[config.mk]
export PLATFORM = sky130hd
export DESIGN_NAME = seg7_scan_ctrl
export DESIGN_NICKNAME = d
export VERILOG_FILES = /design/src/rtl/seg7_scan_ctrl.sv
export SDC_FILE = /design/constraint.sdc
export NUM_CORES = 1
export LEC_CHECK = 0
export ABC_AREA = 1
export BUFFER_PORTS_ARGS = -buffer_cell sky130_fd_sc_hd__buf_2
export CORE_MARGIN = 2
export CORE_UTILIZATION = 40
export CTS_BUF_LIST = sky130_fd_sc_hd__clkbuf_8
export DETAILED_ROUTE_END_ITERATION = 16
export GPL_ROUTABILITY_DRIVEN = 0
export PLACE_DENSITY = 0.57
export SYNTH_ARGS = -nofsm -noshare
export SYNTH_HDL_FRONTEND = slang
export SYNTH_SLANG_ARGS = --single-unit
[constraint.sdc]
create_clock -name clk -period 5.47 [get_ports clk]
set_clock_uncertainty 0.1 [all_clocks]
set_input_delay 0.2735 -clock clk [delete_from_list [all_inputs] [get_ports clk]]
set_output_delay 0.2735 -clock clk [all_outputs]
set_load 0.01 [all_outputs]
[src/rtl/seg7_scan_ctrl.sv]
// Digit-scan scheduler for a shared hex-to-7-seg decoder; outputs registered from next-state counters (zero lag vs cnt/idx).
// in_valid/in_ready: one-entry pending buffer, committed at frame boundary. Define SEG7_SCAN_LZB_EN for leading-zero blanking.
module seg7_scan_ctrl #(
    parameter int NUM_DIGITS   = 4,
    parameter int DWELL_CYCLES = 10000,
    parameter int BLANK_CYCLES = 16
) (
    input  logic                    clk,
    input  logic                    rst_n,
    input  logic                    in_valid,
    input  logic [4*NUM_DIGITS-1:0] in_data,
    output logic                    in_ready,
    input  logic                    disp_on,
    output logic [3:0]              digit_hex,
    output logic [NUM_DIGITS-1:0]   dig_en,
    output logic                    frame_tick
);

    localparam int CW = $clog2(DWELL_CYCLES);
    localparam int IW = (NUM_DIGITS > 1) ? $clog2(NUM_DIGITS) : 1;
    localparam logic [CW-1:0] CNT_MAX   = CW'(DWELL_CYCLES - 1);
    localparam logic [CW-1:0] BLANK_END = CW'(BLANK_CYCLES);
    localparam logic [IW-1:0] IDX_MAX   = IW'(NUM_DIGITS - 1);

    localparam logic [0:0] ST_BLANK = 1'b0;
    localparam logic [0:0] ST_SHOW  = 1'b1;

    logic [CW-1:0]           r_cnt;
    logic [IW-1:0]           r_idx;
    logic [4*NUM_DIGITS-1:0] r_active;
    logic [4*NUM_DIGITS-1:0] r_pending;
    logic                    r_pending_full;
    logic [3:0]              r_digit_hex;
    logic [NUM_DIGITS-1:0]   r_dig_en;
    logic                    r_frame_tick;

    logic [CW-1:0]           w_cnt_nxt;
    logic [IW-1:0]           w_idx_nxt;
    logic                    w_slot_end;
    logic                    w_frame_end;
    logic                    w_commit;
    logic                    w_xfer;
    logic [4*NUM_DIGITS-1:0] w_active_nxt;
    logic [0:0]              w_phase_nxt;
    logic [NUM_DIGITS-1:0]   w_show;
    logic [NUM_DIGITS-1:0]   w_onehot;
    logic                    w_nz;

    assign w_slot_end   = (r_cnt == CNT_MAX);
    assign w_frame_end  = w_slot_end && (r_idx == IDX_MAX);
    assign w_commit     = w_frame_end && r_pending_full;
    assign w_xfer       = in_valid && !r_pending_full;
    assign w_cnt_nxt    = w_slot_end ? '0 : r_cnt + 1'b1;
    assign w_idx_nxt    = !w_slot_end ? r_idx : ((r_idx == IDX_MAX) ? '0 : r_idx + 1'b1);
    assign w_active_nxt = w_commit ? r_pending : r_active;
    assign w_phase_nxt  = (w_cnt_nxt < BLANK_END) ? ST_BLANK : ST_SHOW;
    assign w_onehot     = NUM_DIGITS'(1) << w_idx_nxt;

`ifdef SEG7_SCAN_LZB_EN
    // Scan from the most significant digit down: a digit is shown once any nibble at or above it is non-zero.
    always_comb begin
        w_show = '0;
        w_nz   = 1'b0;
        for (int i = NUM_DIGITS - 1; i >= 0; i--) begin
            w_nz      = w_nz | (|w_active_nxt[4*i +: 4]);
            w_show[i] = w_nz || (i == 0);
        end
    end
`else
    assign w_show = '1;
    assign w_nz   = 1'b0;
`endif

    always_ff @(posedge clk) begin
        if (!rst_n) begin
            r_cnt          <= '0;
            r_idx          <= '0;
            r_active       <= '0;
            r_pending      <= '0;
            r_pending_full <= 1'b0;
            r_digit_hex    <= '0;
            r_dig_en       <= '0;
            r_frame_tick   <= 1'b0;
        end else begin
            r_cnt        <= w_cnt_nxt;
            r_idx        <= w_idx_nxt;
            r_active     <= w_active_nxt;
            r_frame_tick <= w_frame_end;
            r_digit_hex  <= w_active_nxt[{w_idx_nxt, 2'b00} +: 4];
            r_dig_en     <= (w_phase_nxt == ST_SHOW && disp_on && w_show[w_idx_nxt]) ? w_onehot : '0;
            if (w_xfer) begin
                r_pending      <= in_data;
                r_pending_full <= 1'b1;
            end else if (w_commit) begin
                r_pending_full <= 1'b0;
            end
        end
    end

    assign in_ready   = !r_pending_full;
    assign digit_hex  = r_digit_hex;
    assign dig_en     = r_dig_en;
    assign frame_tick = r_frame_tick;

endmodule

==> results.yml, run 1 <==
timing:
  tns_ps: 0
  finalWorstSetupSlack_ps: 2870
  fmax_mhz: 385
  worst_slew_pin_slew_ps: 1070
  setup_viol: 0
  grt_setup_unrepaired: "no"
  slew_violations: 0
  hold_viol_final: 0
  fin_crit_sh: 0.475
  slew_headroom: 0.288
  min_period_ps: 2600
global_routing:
  grt_use_total: 0.174
  gr-total-overflow: 0
  grt_start_max_net_pins: 33
  grt_antenna_before_repair: 0
  grt_first_pass_wirelength_um: 9660
  grt_pass1_vias: 2118
synth:
  ys.flop_type: "dfxtp_1"
  synth_nets: 366
  synth_area_sq_mm: 0.00261
  ys_top_cells_by_area: "dfxtp_1, nor2_1, nand2_1, nand3_1, a21oi_1"
  avgSynthCellArea_sq_um: 7.58
  synth_cell_types: 31
  yosys_warnings: 0
  synthCells: 344
  synthMostInstantiatedCell: "nor2_1"
  seq_area_frac_synth: 0.445
  yosysTopAreaCell: "dfxtp_1"
  yosys_register_bits: 58
  synth_edf_count: 0
  async_reset_ff_frac: 0
  yosys-top-cells-count: "nor2_1, dfxtp_1, nand2_1"
  netlist.area_leader.share: 0.445
hold_path:
  worstHoldEndpoint: "r_pending_full$_SDFFE_PN0P_"
  hold_class: "input pin to flop"
  min_path_cells: 2
  hold_path.startpoint: "in_valid"
cts:
  insertion_delay_ps: 340
  cts_resized: 0
  cts_made_buffers: 9
  path_clk_slew_ps: 60
  htree_levels: 3
  clock-sinks: 58
  cts_tree: "yes"
  cts_hold_buf: 0
  cts_max_path_buffers: 2
  cts_setup_buffers: 0
  cts-root-buf: "clkbuf_8"
critical_path:
  critical_path.startpoint: "r_idx[0]$_SDFF_PN0_"
  cpMostUsedCell: "nand3_1"
  cp_data_required_time_ps: 5540
  rrSetupSlack_ps: 2870
  slowest_stage: "o21ai_1"
  start_kind: "flop"
  critPathCaptureType: "flop"
  worstRegToRegCells: 6
  cp_max_fo: 19
  cpPeakStageDelay_ps: 730
  path_cells: "ha_1 > nor2_1 > o21ai_1 > nand3_1 > nand3_1 > a21oi_1"
  critPathKind: "flop to flop"
  reg2reg_to: "digit_hex[2]$_SDFF_PN0_"
  crit_buf_inv: 0
  cp.arrival_ps: 2670
  crit_family: "compound AO/OA/AOI/OAI gates"
  r2r-start: "r_idx[0]$_SDFF_PN0_"
floorplanning:
  start_util: 0.413
  rows: 29
  io_pins: 30
  die_y_um: 84.8
  dieArea_sq_mm: 0.00718
  coreArea_sq_mm: 0.00631
  chipWidth_um: 84.8
flow_run:
  maxCapViolCount: 0
pwr:
  p_leak_nw: 1.28
  seq_power_share: 0.443
  p_comb_frac: 0.034
  peakVddDrop_v: 0.000210
  p_switching_uw: 199
  power-per-cell-area_mw_per_mm2: 336
  p_sw_frac: 0.198
  clkPwrFrac: 0.523
  intPower_uw: 806
route:
  post_drt_wl_per_cell_um: 13.0
  ant_nets: 0
  drcViolationCount: 0
  drt_pre_antenna_iters: 4
  wirelength_um: 5840
  vias_per_cell: 5.05
  drtIter0Drc: 112
  vias: 2278
layout:
  layout.nets: 391
  diodes: 0
  utilization: 0.475
  syn2layout_area_growth_pct: 14.9
  fill_cells: 650
  drive_gt1_frac: 0.195
placement:
  hpwl_um: 4100
  preCtsSetupSlack_ps: 2920
  port_buffers: 29
run_status:
  status: "finished, final reports clean"
worst max-delay path by stage:
stage	cells past startpoint	slack, ps	endpoint
detailed placement	6	2920	digit_hex[2]$_SDFF_PN0_
finish	6	2870	digit_hex[2]$_SDFF_PN0_
global route	6	2620	digit_hex[2]$_SDFF_PN0_
floorplan	12	3690	digit_hex[0]$_SDFF_PN0_
CTS	6	2910	digit_hex[2]$_SDFF_PN0_
global placement	6	3030	digit_hex[3]$_SDFF_PN0_
final cells by class:
type	instances	area, sq um	share of cell area
Multi-Input combinational cell	248	1240	0.414
Timing Repair Buffer	29	145	0.0484
Tap cell	77	96.3	0.0322
Clock buffer	10	138	0.0459
Inverter	23	86.3	0.0288
Clock inverter	6	129	0.0430
Sequential cell	58	1160	0.387
kinds of logic (layout without fill, tap and decap cells):
| kind of cell | count (synthesis) | after routing | synth area share |
|---|---|---|---|
| AND/OR/NAND/NOR | 201 | 201 | 0.369 |
| AO/OA/AOI/OAI | 43 | 43 | 0.0906 |
| XOR/XNOR | 2 | 2 | 0.00672 |
| flip-flops | 58 | 58 | 0.445 |
| buffers and inverters | 38 | 68 | 0.0791 |
| adder cells (fa/ha/maj) | 2 | 2 | 0.00959 |
layer usage:
metal | GRT usage | wire (um)
met1 | 0.195 | 2550
met2 | 0.301 | 2950
met3 | 0.0708 | 262
met4 | 0.0519 | 76
met5 | 0 | 0
state kept, by name, indices dropped and copies added, names as in the netlist:
| signal | count |
|---|---|
| r_idx | 2 |
| r_pending | 16 |
| frame_tick | 1 |
| r_pending_full | 1 |
| digit_hex | 4 |
| r_active | 16 |
| dig_en | 4 |
| r_cnt | 14 |
cell usage in the layout, fill, tap and decap left out:
master | Yosys | routed
nand4_2 | 6 | 6
o21ai_1 | 1 | 1
xor2_1 | 2 | 2
buf_2 | 0 | 29
nor2_4 | 1 | 1
o21bai_1 | 2 | 2
o211a_1 | 1 | 1
nand4_1 | 12 | 12
dfxtp_1 | 58 | 58
a21oi_2 | 2 | 2
bufinv_16 | 0 | 4
nand3_4 | 1 | 1
nor2_1 | 71 | 71
clkbuf_8 | 1 | 10
a21oi_1 | 18 | 18
nand3_2 | 2 | 2
nand3_1 | 38 | 38
ha_1 | 2 | 2
nand2_1 | 52 | 52
o21ai_2 | 1 | 1
o21ai_0 | 18 | 18
inv_2 | 1 | 1
nand2_2 | 12 | 12
nor3b_1 | 1 | 1
clkinv_2 | 0 | 1
nor3_1 | 2 | 2
nor2_2 | 3 | 3
inv_1 | 22 | 23
metrics by stage:
stage	instance area [sq um]	total power [mW]	hold slack (ps)	std cells
after CTS	3000	1.01	66.4	451
final	3000	1.01	76.5	451
after floorplan	2610	0.477	311	344
after global placement	2730	0.489	332	435
after global routing	3000	1.04	60.7	451
after detailed placement	2730	0.489	344	435
power groups by stage:
stage | clock network [mW] | logic [mW] | registers, mW
CTS | 0.535 | 0.0351 | 0.445
global placement | 0 | 0.0346 | 0.454
global route | 0.557 | 0.0403 | 0.446
floorplan | 0 | 0.0285 | 0.449
detailed placement | 0 | 0.0351 | 0.454
finish | 0.526 | 0.0345 | 0.445
(Power assumes the default switching activity.)
==> run 2, diff against run 1 <==
==> constraint.sdc (replaced) <==
create_clock -name clk -period 2.7 [get_ports clk]
set_clock_uncertainty 0.1 [all_clocks]
set_input_delay 0.135 -clock clk [delete_from_list [all_inputs] [get_ports clk]]
set_output_delay 0.135 -clock clk [all_outputs]
set_load 0.01 [all_outputs]
==> run 2 against run 1 <==
Net effect:
- utilization is 1.8 points higher
- cell count rose by 4.9%
- global-route usage rose by 0.38 points
- non-clock buffer count is 22 higher
- critical path depth rose by 4
- combinational power grew to 2.7 times the previous value
- clock-buffer cell count unchanged
- critical endpoint unchanged
- die area unchanged
- sequential power grew 100%
- flip-flop and latch count stayed put
- total power grew 67%
==> results.yml, run 2 (synthesis results as in run 1) <==
run_status:
  status: "finished, final reports clean"
floorplanning:
  coreArea_sq_mm: 0.00631
  chipWidth_um: 84.8
  rows: 29
  die_y_um: 84.8
  io_pins: 30
  dieArea_sq_mm: 0.00718
  start_util: 0.413
pwr:
  p_sw_frac: 0.243
  p_leak_nw: 1.33
  seq_power_share: 0.534
  intPower_mw: 1.27
  p_switching_uw: 408
  power-per-cell-area_mw_per_mm2: 541
  p_comb_frac: 0.056
  clkPwrFrac: 0.410
  power_mw: 1.68
  peakVddDrop_v: 0.000382
hold_path:
  min_path_cells: 5
  hold_class: "input pin to flop"
  worstHoldEndpoint: "dig_en[2]$_SDFF_PN0_"
  hold_path.startpoint: "disp_on"
global_routing:
  grt_pass1_vias: 2239
  gr-total-overflow: 0
  grt_antenna_before_repair: 0
  grt_use_total: 0.177
  grt_start_max_net_pins: 22
  grt_first_pass_wirelength_um: 10100
layout:
  fin_area_sq_mm: 0.00311
  drive_gt1_frac: 0.197
  layout.nets: 413
  syn2layout_area_growth_pct: 19.2
  layout.cells.most_common_list: "nor2_1, dfxtp_1, nand2_1"
  reg.largest.list: "r_active (16), r_pending (16), r_cnt (14)"
  utilization: 0.492
  layout_commonest_cell: "nor2_1"
  diodes: 0
  fill_cells: 645
cts:
  cts_setup_buffers: 0
  cts_max_path_buffers: 2
  cts-root-buf: "clkbuf_8"
  cts_made_buffers: 9
  insertion_delay_ps: 340
  htree_levels: 3
  cts_tree: "yes"
  path_clk_slew_ps: 60
  clock-sinks: 58
flow_run:
  maxCapViolCount: 0
critical_path:
  start_kind: "flop"
  cp_max_fo: 16
  reg2reg_to: "digit_hex[2]$_SDFF_PN0_"
  cp_data_required_time_ps: 2860
  worstRegToRegCells: 10
  rrSetupSlack_ps: 700
  critPathKind: "flop to flop"
  cp.arrival_ps: 2160
  r2r-start: "r_cnt[0]$_SDFF_PP0_"
  critPathCaptureType: "flop"
timing:
  tns_ps: 0
  min_period_ps: 2000
  hold_viol_final: 0
  fin_crit_sh: 0.741
  fmax_mhz: 500
  slew_headroom: 0.681
  worst_slew_pin_slew_ps: 478
  grt_setup_unrepaired: "no"
  setup_viol: 0
  slew_violations: 0
route:
  ant_nets: 0
  post_drt_wl_per_cell_um: 12.2
  vias_per_cell: 4.87
  drtIter0Drc: 75
  vias: 2302
  wirelength_um: 5760
  drcViolationCount: 0
  drt_pre_antenna_iters: 4
placement:
  port_buffers: 29
  placed_cell_area_sq_mm: 0.00277
  hpwl_um: 4070
run 2: metrics by stage:
stage | std cells | worst slack [ps] | hold slack, ps
detailed placement | 440 | 706 | 291
global placement | 440 | 737 | 282
finish | 473 | 700 | 65.2
CTS | 473 | 683 | 54.2
floorplan | 344 | 920 | 173
global route | 473 | 456 | 95.9
run 2: power groups by stage:
stage / combinational [mW] / clock, mW / sequential [mW]
after floorplan: 0.0578 / 0 / 0.909
after global placement: 0.0757 / 0 / 0.917
after detailed placement: 0.0774 / 0 / 0.917
after CTS: 0.0960 / 0.709 / 0.898
after global routing: 0.110 / 0.748 / 0.901
final: 0.0945 / 0.690 / 0.898
run 2: worst max path at each step:
| stage | to | start | slack, ps |
|---|---|---|---|
| 2_1_floorplan | digit_hex[0]$_SDFF_PN0_ | r_cnt[0]$_SDFF_PP0_ | 920 |
| 3_3_place_gp | digit_hex[2]$_SDFF_PN0_ | r_cnt[0]$_SDFF_PP0_ | 740 |
| 3_5_place_dp | digit_hex[2]$_SDFF_PN0_ | r_cnt[0]$_SDFF_PP0_ | 710 |
| 4_1_cts | digit_hex[2]$_SDFF_PN0_ | r_cnt[0]$_SDFF_PP0_ | 680 |
| 5_1_grt | r_pending[8]$_SDFFE_PN0P_ | r_pending_full$_SDFFE_PN0P_ | 460 |
| 6_report | digit_hex[2]$_SDFF_PN0_ | r_cnt[0]$_SDFF_PP0_ | 700 |
run 2: final cells by class:
| cell class | count | area, sq um | area share |
|---|---|---|---|
| tap | 77 | 96.3 | 0.0310 |
| clock inverter | 6 | 33.8 | 0.0109 |
| clock buffer | 10 | 138 | 0.0443 |
| multi-input combinational | 248 | 1240 | 0.399 |
| timing repair buffer | 51 | 353 | 0.113 |
| sequential | 58 | 1160 | 0.373 |
| inverter | 23 | 86.3 | 0.0278 |
run 2: timing repair:
| item | 4_1_cts | 5_1_grt |
|---|---|---|
| hold buffers | 17 | 0 |
| gates resized for setup | 0 | 0 |
| endpoints found under the hold margin | 17 | 0 |
| endpoints found under the setup margin | 0 | 0 |
run 2: routing by layer:
metal	share of wire	routed length, um	vias up	global-route usage
met4	0.011	66	0	0.0620
met5	0	0	-	0
li1	-	-	1228	-
met2	0.50	2900	41	0.313
met1	0.45	2570	1027	0.201
met3	0.037	214	6	0.0560
run 2: worst max-delay path, stage by stage (launching register included):
cell and delay (ps):
dfxtp_1 350, ha_1 210, nand3_2 160, inv_1 120, nand2_2 70, nor2_4 160, buf_4 260, nand4_1 150
nand3_1 110, nand3_1 70, a21oi_1 160
==> run 3, diff against run 2 <==
--- a/config.mk
+++ b/config.mk
@@ -5,7 +5,7 @@
 export SDC_FILE = /design/constraint.sdc
 export NUM_CORES = 1
 export LEC_CHECK = 0
-export ABC_AREA = 1
+export ABC_AREA = 0
 export BUFFER_PORTS_ARGS = -buffer_cell sky130_fd_sc_hd__buf_2
 export CORE_MARGIN = 2
 export CORE_UTILIZATION = 40
==> constraint.sdc (replaced) <==
create_clock -name clk -period 2 [get_ports clk]
set_clock_uncertainty 0.1 [all_clocks]
set_input_delay 0.1 -clock clk [delete_from_list [all_inputs] [get_ports clk]]
set_output_delay 0.1 -clock clk [all_outputs]
set_load 0.01 [all_outputs]
==> run 3 against run 2 <==
Net effect:
- the run now ends with setup timing left
- via count rose by 7.6%
- worst setup slack worse by 1000 ps
- area after synthesis increased by 3.0%
- synthesized cell count is 9.6% lower
- non-clock buffer count up 40
- cell count increased by 0.63%
- clock power rose by 74%
- total power up 51%
- critical path depth is 2 lower
- utilization rose by 11 points
- register-to-register slack lost 1000 ps
- largest cell class unchanged
- sequential share of layout area fell by 7.0 points
==> results.yml, run 3 <==
run_status:
  status: "finished, violations left"
  violations: "setup timing"
pwr:
  p_sw_frac: 0.221
  power_mw: 2.54
  seq_power_share: 0.470
  p_switching_uw: 561
  p_leak_nw: 1.51
  p_comb_frac: 0.057
  power-per-cell-area_mw_per_mm2: 661
  intPower_mw: 1.98
  peakVddDrop_v: 0.000489
  clkPwrFrac: 0.472
layout:
  layout_commonest_cell: "nand2_1"
  utilization: 0.599
  layout.cells.most_common_list: "nand2_1, dfxtp_1, buf_4"
  seq_area_sq_mm: 0.00117
  syn2layout_area_growth_pct: 43.3
  fin_area_sq_mm: 0.00385
  diodes: 0
  reg.largest.list: "r_active (16), r_pending (16), r_cnt (14)"
  fill_cells: 560
  drive_gt1_frac: 0.346
  multi_input_area_sq_mm: 0.00165
  layout.nets: 416
  stdcell_count: 476
route:
  vias: 2478
  post_drt_wl_per_cell_um: 13.9
  drtIter0Drc: 106
  vias_per_cell: 5.21
  drt_pre_antenna_iters: 4
  wirelength_um: 6610
  drcViolationCount: 0
  ant_nets: 0
synth:
  synth_top_family_by_area: "simple AND/OR/NAND/NOR gates"
  yosysTopAreaCell: "dfxtp_1"
  muxShareOfSynthArea: 0.0158
  synth_cell_types: 44
  synthMostInstantiatedCell: "nand2_1"
  yosys-top-cells-count: "nand2_1, dfxtp_1, a21boi_0"
  netlist.area_leader.share: 0.432
  post_synth_fa_ha_maj_area_fraction: 0.00932
  synth_compound_gate_area_share: 0.190
  synth-simple-area-share: 0.261
  avgSynthCellArea_sq_um: 8.64
  synth_area_sq_mm: 0.00269
  ys.flop_type: "dfxtp_1"
  synth_nets: 333
  yosys_register_bits: 58
  seq_area_frac_synth: 0.432
  synth-xor-area-share: 0.0456
  async_reset_ff_frac: 0
  synthCells: 311
  synth_edf_count: 0
  yosys_warnings: 0
  ys_top_cells_by_area: "dfxtp_1, nand2_1, a21boi_0, a21boi_1, o221ai_1"
placement:
  placed_cell_area_sq_mm: 0.00312
  hpwl_um: 4450
  dp_cells: 433
  port_buffers: 29
timing:
  min_period_ps: 2320
  grt_setup_unrepaired: "yes"
  hold_viol_final: 0
  tns_ps: -6260
  slew_headroom: 0.674
  setup_viol: 27
  fin_crit_sh: 1.16
  fmax_mhz: 432
  worst_slew_pin_slew_ps: 489
  slew_violations: 0
  finalWorstSetupSlack_ps: -317
global_routing:
  grt_first_pass_wirelength_um: 11000
  grt_antenna_before_repair: 0
  grt_pass1_vias: 2318
  grt_use_total: 0.191
  grt_start_max_net_pins: 26
  gr-total-overflow: 0
critical_path:
  cp_max_fo: 4
  critPathKind: "flop to flop"
  cpMostUsedCell: "or4_4"
  cp_data_required_time_ps: 2110
  cp.arrival_ps: 2430
  start_kind: "flop"
  slowest_stage: "or4_4"
  critPathCaptureType: "flop"
  path_cells: "or4_4 > or4_4 > buf_6 > nand2_4 > o21ai_4 > buf_4 > o221ai_2 > o22ai_2"
  cpPeakStageDelay_ps: 530
cts:
  insertion_delay_ps: 340
  cts_max_path_buffers: 2
  cts-root-buf: "clkbuf_8"
  htree_levels: 3
  clock-sinks: 58
  cts_made_buffers: 9
  cts_tree: "yes"
  path_clk_slew_ps: 70
floorplanning:
  chipWidth_um: 86.0
  start_util: 0.418
  coreArea_sq_mm: 0.00642
  die_y_um: 86.0
  dieArea_sq_mm: 0.00739
  io_pins: 30
  rows: 29
hold_path:
  hold_class: "input pin to flop"
flow_run:
  maxCapViolCount: 0
run 3: cell types whose count changed in the layout (fill, tap and decap cells not counted), sizes merged, moves of 17 or more:
cell	before	now
buf	34	74
inv	24	4
nor2	75	15
a21boi	0	33
a21oi	20	3
nand3	41	6
run 3: worst paths after layout:
kind | startpoint | endpoint | slack, ps | depth (start not counted)
setup / recovery | r_cnt[6]$_SDFF_PN0_ | digit_hex[0]$_SDFF_PN0_ | -320 | 8
hold / removal | disp_on | dig_en[0]$_SDFF_PP0_ | 140 | 4
setup reg to reg | r_cnt[6]$_SDFF_PN0_ | digit_hex[0]$_SDFF_PN0_ | -320 | 8
hold reg to reg | r_pending[12]$_SDFFE_PN0P_ | r_active[12]$_SDFF_PN0_ | 350 | 2
run 3: metal layers:
layer	up-vias	GRT usage	routed length (um)	part of all wire
li1	1258	-	-	-
met1	1172	0.244	3220	0.49
met2	39	0.304	3090	0.47
met3	9	0.0520	196	0.030
met4	0	0.0779	108	0.016
met5	-	0	0	0
run 3: worst max-delay path, delay by kind of cell, from the launching register on:
| kind | cells | cell delay, ps |
|---|---|---|
| flip-flops | 1 | 320 |
| AND/OR/NAND/NOR | 3 | 1110 |
| buffers and inverters | 2 | 310 |
| AO/OA/AOI/OAI | 3 | 330 |
run 3: layout make-up:
type | count | area share
repair buffers | 91 | 0.182
clock buffers | 10 | 0.0358
inverters | 5 | 0.00488
clock inverters | 6 | 0.0208
well taps | 77 | 0.0250
multi-input cells | 229 | 0.429
flip-flops and latches | 58 | 0.303
run 3: kinds of logic after synthesis:
kind of cell | count (synthesis)
AND/OR/NAND/NOR | 143
AO/OA/AOI/OAI | 66
flip-flops | 58
buffers and inverters | 24
XOR/XNOR | 14
multiplexers | 4
adder cells (fa/ha/maj) | 2
run 3: repair_timing:
action | in CTS | in global routing
endpoints found under the hold margin | 17 | 0
hold buffers | 17 | 0
resized for setup | 18 | 34
buffers inserted | 5 | 6
pin swaps | 12 | 10
endpoints found under the setup margin | 27 | 38
cloned | 0 | 1
run 3: stage by stage:
| step | setup slack (ps) | hold WS (ps) |
|---|---|---|
| after floorplan | -317 | 127 |
| after global placement | -378 | 250 |
| after detailed placement | -406 | 257 |
| after CTS | -337 | 115 |
| after global routing | -374 | 156 |
| final | -317 | 137 |
run 3: power by group through the flow:
stage,combinational (mW),clock [mW],sequential [mW]
after floorplan,0.0664,0,1.22
after global placement,0.115,0,1.22
after detailed placement,0.116,0,1.22
after CTS,0.145,1.23,1.20
after global routing,0.164,1.29,1.20
final,0.145,1.20,1.20
